--- src/rtl/hqm_aw_cdc_hs_rx.sv ---
// hqm_aw_cdc_hs_rx
// Receive side of a 4-phase req/ack handshake. The request level arrives
// already double-synchronized into clk. The sender's quasi-static data bus is
// captured once per transfer and offered locally with valid/ready. A registered
// ack level goes back to the sender, and completed transfers are counted.
//
// Optional build macro: HQM_AW_CDC_HS_RX_ERRCHK_EN
//   When defined, a sticky err flag reports two sender protocol violations
//   seen while data is being offered locally:
//     - the request is withdrawn early;
//     - the data bus changes early.
//   When the macro is undefined, err is tied low and no compare logic exists.
//
// All outputs are driven directly from registers.

module hqm_aw_cdc_hs_rx #(
    parameter int DWIDTH = 32,
    parameter int CWIDTH = 16
) (
    input  logic              clk,
    input  logic              rst,
    input  logic              req_sync,
    input  logic [DWIDTH-1:0] data_async,
    output logic              ack,
    output logic              out_valid,
    output logic [DWIDTH-1:0] out_data,
    input  logic              out_ready,
    output logic [CWIDTH-1:0] xfer_cnt,
    output logic              err
);

    typedef enum logic [1:0] {
        ST_IDLE  = 2'b00,
        ST_VALID = 2'b01,
        ST_ACK   = 2'b10
    } state_t;

    state_t              state_r;
    logic                ack_r;
    logic                out_valid_r;
    logic [DWIDTH-1:0]   out_data_r;
    logic [CWIDTH-1:0]   xfer_cnt_r;

    // Handshake FSM: capture on request, offer locally, acknowledge, wait for release.
    always_ff @(posedge clk) begin
        if (rst) begin
            state_r     <= ST_IDLE;
            ack_r       <= 1'b0;
            out_valid_r <= 1'b0;
            out_data_r  <= {DWIDTH{1'b0}};
            xfer_cnt_r  <= {CWIDTH{1'b0}};
        end else begin
            case (state_r)
                ST_IDLE: begin
                    // Level-sensitive: a request that is high here starts a
                    // transfer. This is the only place data_async is sampled.
                    if (req_sync) begin
                        out_data_r  <= data_async;
                        out_valid_r <= 1'b1;
                        state_r     <= ST_VALID;
                    end else begin
                        state_r     <= ST_IDLE;
                    end
                end
                ST_VALID: begin
                    // Hold data/valid stable until the consumer takes it.
                    // Accept even if the request has already dropped; ACK
                    // then exits on the next cycle.
                    if (out_ready) begin
                        out_valid_r <= 1'b0;
                        ack_r       <= 1'b1;
                        xfer_cnt_r  <= xfer_cnt_r + CWIDTH'(1);
                        state_r     <= ST_ACK;
                    end else begin
                        state_r     <= ST_VALID;
                    end
                end
                ST_ACK: begin
                    // Keep ack high until the sender releases its request.
                    if (!req_sync) begin
                        ack_r   <= 1'b0;
                        state_r <= ST_IDLE;
                    end else begin
                        state_r <= ST_ACK;
                    end
                end
                default: begin
                    state_r     <= ST_IDLE;
                    ack_r       <= 1'b0;
                    out_valid_r <= 1'b0;
                end
            endcase
        end
    end

    assign ack       = ack_r;
    assign out_valid = out_valid_r;
    assign out_data  = out_data_r;
    assign xfer_cnt  = xfer_cnt_r;

`ifdef HQM_AW_CDC_HS_RX_ERRCHK_EN
    // Returns 1 when the captured word no longer matches the live sender bus.
    function automatic logic data_moved(input logic [DWIDTH-1:0] held,
                                        input logic [DWIDTH-1:0] live);
        data_moved = |(held ^ live);
    endfunction

    logic err_r;

    // Sticky protocol-error flag, checked on every cycle spent offering data.
    always_ff @(posedge clk) begin
        if (rst) begin
            err_r <= 1'b0;
        end else if ((state_r == ST_VALID) &&
                     (!req_sync || data_moved(out_data_r, data_async))) begin
            err_r <= 1'b1;
        end else begin
            err_r <= err_r;
        end
    end

    assign err = err_r;
`else
    assign err = 1'b0;
`endif

endmodule

--- config.mk ---
export PLATFORM = sky130hd
export DESIGN_NAME = hqm_aw_cdc_hs_rx
export DESIGN_NICKNAME = d
export VERILOG_FILES = /design/src/rtl/hqm_aw_cdc_hs_rx.sv
export SDC_FILE = /design/constraint.sdc
export NUM_CORES = 1
export LEC_CHECK = 0
export CAP_MARGIN = 20
export CORE_MARGIN = 2
export CORE_UTILIZATION = 45
export DETAILED_ROUTE_END_ITERATION = 8
export PLACE_DENSITY = 0.94
export SETUP_SLACK_MARGIN = 0.15
export SYNTH_ARGS = -nofsm -noshare
export SYNTH_HDL_FRONTEND = slang
export SYNTH_SLANG_ARGS = --single-unit
export TNS_END_PERCENT = 50
--- constraint.sdc ---
create_clock -name clk -period 2.42 [get_ports clk]
set_clock_uncertainty 0.2 [all_clocks]
set_input_delay 0.363 -clock clk [delete_from_list [all_inputs] [get_ports clk]]
set_output_delay 0.363 -clock clk [all_outputs]
set_load 0.02 [all_outputs]
======== Yosys cells after proc, flatten, opt, wreduce, memory -nomap -nowiden ========
Cells that the tools add are included.
cells by class
  multiplexer cells ....................... 10
  reductions and logical operators ........ 5
  add/subtract/negate cells ............... 1
  equal/unequal tests ..................... 5
  bitwise logic cells ..................... 2
operators by type and width
  kind                                                 number
  adder 16 x 1 -> 16 bit, second input constant        1
  inequality test 2 bit, second input constant         3
  one-hot mux 1 bit (3 select lines)                   2
  one-hot mux 2 bit (3 select lines)                   1
  AND reduction 3 bit                                  2
  two-way mux 1 bit                                    5
  two-way mux 2 bit                                    2
  AND reduction 2 bit                                  2
  equality test 2 x 1 -> 1 bit, second input constant  1
  equality test 2 bit, second input constant           1
  logical NOT 2 bit                                    1
  inverter 1 bit                                       2
word-level totals
  bits in registers ....................... 52
  word-level logic and storage cells ...... 28

======== Depth between registers and ports, before layout ========
Gate-level depths: netlist of run 1.
  depth in word-level cells ............... 3
  gate-level depth with buffers ........... 6

======== Least setup slack after synthesis of run 1 ========
No wires, ideal clock.
  path type ............................... register to register
  start point ............................. register xfer_cnt_r[3] (netlist: xfer_cnt[3])
  end point ............................... register xfer_cnt_r[15] (netlist: xfer_cnt[15])
  path buffers ............................ 0
  cell stages (with the launch flop) ...... 5
  arrival ................................. 1.514 ns
  library setup time ...................... 0.070 ns
  clock period less this slack ............ 1.784 ns
  path slack .............................. 0.636 ns
  cell sequence ........................... dfxtp_1 > nand4_2 > or3_4 > or3_1 > a21oi_1
on the way
  word-level cells in the longest chain between the ends .. 1
RTL lines
  what                    line  RTL
  start, declared         42    logic [CWIDTH-1:0] xfer_cnt_r;
  start signal, assigned  51    xfer_cnt_r <= {CWIDTH{1'b0}};
  start signal, assigned  72    xfer_cnt_r <= xfer_cnt_r + CWIDTH'(1);
  adder 16 x 1 -> 16 bit  72
Every way passes these cells.
A chain may end at the register's enable or synchronous reset.

======== Final worst setup path of run 1 ========
  start point ............................. register xfer_cnt_r[2] (netlist: xfer_cnt[2])
  end point ............................... output port xfer_cnt[2]
RTL lines
  what           line  RTL
  end, declared  28    output logic [CWIDTH-1:0] xfer_cnt,
No word-level cell between the ends.

==> impl_metrics.tcl, run 1 <==
set metrics [dict create \
    post_synth.cell_area_avg_um2 8.179 \
    design.portCount 87 \
    number_of_pins_exceeding_their_max_slew_limit_in_the_final_report 0 \
    share_of_layout_cells_above_drive_strength_1_pct 5.901 \
    antenna-diode-count 0 \
    timing.reg2reg.setup_slack_ns 0.61 \
    synth_fp_nets 281 \
    areaGrowthSynthToFinish_pct 49.65 \
    grt_first_pass_wirelength_um 7824 \
    grt_remaining_overflow 0 \
    synth_cell_types 32 \
    cts.hold.buffers_added 0 \
    postSynthRegisterBits 52 \
    synth_enable_flop_cells 0 \
    worst_ep_arrival_time_ns 1.40 \
    gpl.final_weighted_congestion 0.7684 \
    worst_ep_required_time_ns 1.86 \
    timing.rr.end "xfer_cnt[15]" \
    total_power_mw 1.881 \
    final_core_util_pct 69.07 \
    finalCritPeriodShare_pct 81.30 \
    finish.cell_count_without_fillers 374 \
    total_number_of_yosys_warnings 0 \
    core_um2 4324 \
    rsz0062_at_grt "no" \
    dr.first_iter.drc_count 64 \
    grt_util_all_layers_pct 19.10 \
    clkSlewWorstSetupHoldPaths_ns 0.09 \
    die_w_um 70.60 \
    port_buffers 85 \
    worst-path-buf-inv 1 \
    run_status "finished, final reports clean" \
    series_of_cell_instances_along_the_critical_path "clkdlybuf4s50_1" \
    grt_antenna_before_repair 0 \
    critical-path-top-delay-family "buffers and inverters" \
    wl_per_cell_um 12.97 \
    cts.repair_timing.setup_buffer_count 0 \
    routed_via_density 5.142 \
    synth_cells 244 \
    cts_tree "yes" \
    static-leakage-power_nw 1.081 \
    hold_path_depth 2 \
    worstPathMaxFanout 7 \
    timing.critical_path.slowest_cell_delay_ns 0.65 \
    floorplan.die_area_um2 4984 \
    detailroute.via_count 1923 \
    ir_worst_vdd_v 0.0005222 \
    tightest_slew_ns 0.6914 \
    vias_in_the_first_global_route 1855 \
    synth-async-reset-ratio_pct 0 \
    synth_seq_area_share_pct 52.16 \
    htree_levels 2 \
    insertion_delay_ns 0.29 \
    synthesis.area_um2 1996 \
    clkSinkCount 52 \
    fill_cells 357 \
    drt_drc_violations_left 0 \
    layout.nets 359 \
    clock.fmax_mhz 508.2 \
    period_needed_ns 1.968 \
    die_extent_in_y_um 70.60 \
    clk_root_buffer_cell "clkbuf_8" \
    cts_resized 0 \
    placement.setup.worst_slack_ns 0.3222 \
    ant_nets 0 \
    holdCritStartpoint "out_data[4]" \
    reg2regPathDepth 4 \
    setup_ws_final_ns 0.4524 \
    dominantRegCellSynth "dfxtp_1" \
    start_util_pct 46.15 \
    setup-violations-final 0 \
    power.density_cell_area_nw_per_um2 629.7 \
    timing.hold.worst_endpoint "out_data[4]" \
    detail_route.wirelength_um 4850 \
    pin_count_of_the_biggest_net_entering_global_routing 41 \
    drt_pre_antenna_iters 4 \
    crit-reg2reg-launch "xfer_cnt[3]" \
    cap_violations 0 \
    placed_cells_incl_taps 367 \
    row_count 24 \
    worstHoldPathType "flop to flop" \
    setup.worst_path.start_class "flop" \
    finalHoldViolations 0 \
    critical-path-slowest-cell "clkdlybuf4s50_1" \
    clock_tree.buffer_depth 2 \
    criticalPathCategory "flop to output port" \
    timing.max_slew.rel_slack_pct 53.91 \
    dp_hpwl_um 3463 \
    cp-end-kind "output port" \
    timing.setup.tns_ns 0 \
    tritoncts.num_buffers 5 \
]
## power by group
group          switching, mW  internal, mW
Clock                  0.259         0.407
Combinational          0.148         0.146
Sequential            0.0243         0.897
## logic make-up (layout without fill, tap and decap cells)
group,count (synthesis),in the layout,synth area share (%)
mux,1,1,0.5016
xor+xnor,9,9,3.950
flops,52,52,52.16
buf+inv,19,97,4.075
compound gates,49,49,12.54
simple gates,112,112,25.96
fa+ha+maj,1,1,0.6269
other cells,1,1,0.1879
## flip-flops by register name, summed over array words and instances, names as in the netlist
signal     cells
out_data      32
xfer_cnt      16
ack            1
out_valid      1
state_r        2
## placed cells by master, fill, tap and decap left out, types with 2 or more instances in the layout
cell,netlist,final
o21ai_0,7,7
inv_1,2,2
nor2_1,14,13
or3_1,5,5
dfxtp_1,52,52
clkbuf_8,0,5
bufinv_16,0,2
and2_1,2,2
xnor2_1,4,4
xor2_1,5,5
nand4_1,6,6
a21oi_1,40,40
clkdlybuf4s50_1,0,84
buf_4,1,3
nand2_1,67,67
nand3_1,6,6
## area by class of cell
type / count / area [um2] / area share (%)
timing repair buffer: 88 / 868.3 / 29.07
multi-input combinational: 173 / 875.8 / 29.33
clock inverter: 2 / 60.06 / 2.011
inverter: 2 / 7.507 / 0.2514
clock buffer: 5 / 68.82 / 2.304
sequential: 52 / 1041 / 34.86
tap: 52 / 65.06 / 2.178
## cell usage after synthesis (2+ instances only)
cell type  count  area [um2]
a21oi_1       40       200.2
nand4_1        6       37.54
nor2_1        14       52.55
dfxtp_1       52        1041
xor2_1         5       43.79
clkbuf_1      11       41.29
xnor2_1        4       35.03
buf_2          5       25.02
inv_1          2       7.510
or3_1          5       31.28
nand2_1       67       251.5
o21ai_0        7       35.03
nand3_1        6       30.03
and2_1         2       12.51
## per-layer routing
layer / track usage, % / up-vias / part of all wire (%)
met4: 3.983 / 0 / 0.39
met2: 36.16 / 65 / 50
met3: 5.840 / 2 / 7.8
met1: 21.06 / 896 / 42
met5: 0 / - / 0
li1: - / 960 / -
## through the flow
step           area, um2  hold WS (ns)
2_1_floorplan       1996        0.2795
3_3_place_gp        2858        0.2409
3_5_place_dp        2858        0.2457
4_1_cts             2987        0.2582
5_1_grt             2987        0.2774
6_report            2987        0.2566
## how the worst max path moves through the flow
| stage | start | endpoint | slack [ns] | cells after the start |
|---|---|---|---|---|
| after floorplan | xfer_cnt[3] | xfer_cnt[15] | 0.64 | 4 |
| after global placement | req_sync | out_data[29] | 0.36 | 5 |
| after detailed placement | req_sync | out_data[24] | 0.32 | 5 |
| after CTS | xfer_cnt[2] | xfer_cnt[2] | 0.44 | 1 |
| after global routing | xfer_cnt[2] | xfer_cnt[2] | 0.37 | 1 |
| final | xfer_cnt[2] | xfer_cnt[2] | 0.45 | 1 |
(Power assumes the default switching activity.)
==> run 2: changes to the inputs <==
Settings changed: CORE_UTILIZATION 45 to 37, PLACE_DENSITY 0.94 to 0.84.
Clock period 2.42 ns to 1.7 ns, I/O delays scaled along.
==> impl_metrics.tcl, run 2 (synthesized netlist as in run 1, its figures left out) <==
set metrics [dict create \
    run_status "finished, final reports clean" \
    dpl_cell_area_um2 3042 \
    criticalPathCategory "flop to flop" \
    htree_levels 2 \
    finalCritPeriodShare_pct 95.87 \
    grt_antenna_before_repair 0 \
    wl_per_cell_um 13.27 \
    insertion_delay_ns 0.30 \
    placed_cells_incl_taps 397 \
    fill_cells 437 \
    share_of_layout_cells_above_drive_strength_1_pct 17.73 \
    port_buffers 85 \
    cap_violations 0 \
    ant_nets 0 \
    cts.hold.buffers_added 0 \
    pin_count_of_the_biggest_net_entering_global_routing 25 \
    drt_drc_violations_left 0 \
    layout.nets 380 \
    drt_pre_antenna_iters 4 \
    clkSlewWorstSetupHoldPaths_ns 0.09 \
    holdCritStartpoint "rst" \
    layout.cells.most_common "nand2_1" \
    timing.hold.worst_endpoint "xfer_cnt[2]" \
    worstHoldPathType "input pin to flop" \
    design.portCount 87 \
    floorplan.die_area_um2 5997 \
    detail_route.wirelength_um 5495 \
    setup.worst_path.start_class "flop" \
    most_frequent_cells_in_the_layout "67 x nand2_1, 50 x dlygate4sd2_1, 39 x a21oi_1" \
    hold_path_depth 2 \
    rsz0062_at_grt "yes" \
    die_extent_in_y_um 77.44 \
    worst_ep_arrival_time_ns 1.67 \
    largest_register_ffs 32 \
    cts_tree "yes" \
    reg2regPathDepth 4 \
    grt_util_all_layers_pct 17.46 \
    setup_ws_final_ns 0.07029 \
    dr.first_iter.drc_count 76 \
    grt_remaining_overflow 0 \
    row_count 26 \
    detailroute.via_count 2002 \
    final_cell_area_um2 3203 \
    die_w_um 77.44 \
    antenna-diode-count 0 \
    clkSinkCount 52 \
    clock_tree.buffer_depth 2 \
    areaGrowthSynthToFinish_pct 60.50 \
    worst_ep_required_time_ns 1.74 \
    placement.setup.worst_slack_ns -0.2344 \
    grt_first_pass_wirelength_um 8459 \
    vias_in_the_first_global_route 1802 \
    cp-end-kind "flop" \
    tritoncts.num_buffers 5 \
    power.density_cell_area_nw_per_um2 775.8 \
    start_util_pct 38.58 \
    period_needed_ns 1.630 \
    dp_hpwl_um 3809 \
    finalHoldViolations 0 \
    crit-reg2reg-launch "xfer_cnt[4]" \
    clock.fmax_mhz 613.6 \
    clk_root_buffer_cell "clkbuf_8" \
    timing.reg2reg.setup_slack_ns 0.07 \
    setup-violations-final 0 \
    timing.rr.end "xfer_cnt[15]" \
    number_of_pins_exceeding_their_max_slew_limit_in_the_final_report 0 \
    routed_via_density 4.836 \
    finish.cell_count_without_fillers 414 \
    static-leakage-power_nw 1.423 \
    ir_worst_vdd_v 0.0004562 \
    worstPathMaxFanout 5 \
    gpl.final_weighted_congestion 0.8747 \
    core_um2 5172 \
    timing.setup.tns_ns 0 \
]
[run 2: changes by cell type in the layout (fill, tap and decap cells not counted), moves of 2 or more]
cell | before | now
buf_12 | 0 | 2
buf_4 | 3 | 20
bufinv_16 | 2 | 0
clkbuf_8 | 5 | 7
clkdlybuf4s50_1 | 84 | 33
dfxtp_1 | 52 | 38
dfxtp_2 | 0 | 4
dfxtp_4 | 0 | 10
dlygate4sd2_1 | 0 | 50
nand3_1 | 6 | 4
nand3_2 | 0 | 2
or3_4 | 1 | 3
[run 2: through the flow]
stage / utilization [%] / total power, mW / hold slack (ns)
5_1_grt: 61.93 / 2.606 / 0.1498
2_1_floorplan: - / 1.530 / 0.1715
3_3_place_gp: 58.80 / 1.779 / 0.2412
6_report: 61.93 / 2.485 / 0.1378
3_5_place_dp: 58.80 / 1.790 / 0.2477
4_1_cts: 59.87 / 2.495 / 0.1260
[run 2: layout make-up]
cell class	instances	area (um2)	area share [%]
well taps	70	87.58	2.734
inverters	2	7.507	0.2344
clock buffers	8	100.1	3.125
multi-input cells	173	932.1	29.10
repair buffers	109	992.2	30.98
flip-flops and latches	52	1084	33.83
[run 2: routing by layer]
metal / routed length (um) / vias to the layer above / GRT usage [%] / share of wire (%)
met5: 0 / - / 0 / 0
met4: 108 / 0 / 7.500 / 2.0
met3: 396 / 11 / 5.116 / 7.2
met2: 2652 / 74 / 28.26 / 48
met1: 2338 / 908 / 21.62 / 43
li1: - / 1009 / - / -
[run 2: critical path: stages, from the launching register on]
cell	delay [ns]
dfxtp_4	0.39
nand4_4	0.12
or3_4	0.40
or3_4	0.33
a21oi_2	0.12
[run 2: worst max-delay path by stage]
stage,startpoint,end,cells past startpoint
2_1_floorplan,xfer_cnt[0],xfer_cnt[6],4
3_3_place_gp,out_ready,xfer_cnt[11],5
3_5_place_dp,out_ready,xfer_cnt[12],5
4_1_cts,xfer_cnt[4],xfer_cnt[15],4
5_1_grt,xfer_cnt[4],xfer_cnt[14],4
6_report,xfer_cnt[4],xfer_cnt[15],4
[run 2: report_power, final]
part	leakage (nW)	switching, mW	total (mW)	internal (mW)
logic	0.937	0.226	0.432	0.207
registers	0.434	0.0324	1.30	1.26
clock network	0.0515	0.384	0.756	0.372
[run 2: what timing repair did]
item,4_1_cts,5_1_grt
setup buffers,0,8
cloned,0,1
hold endpoints to repair,0,0
pin swaps,2,7
gates resized for setup,55,11
endpoints found under the setup margin,57,29
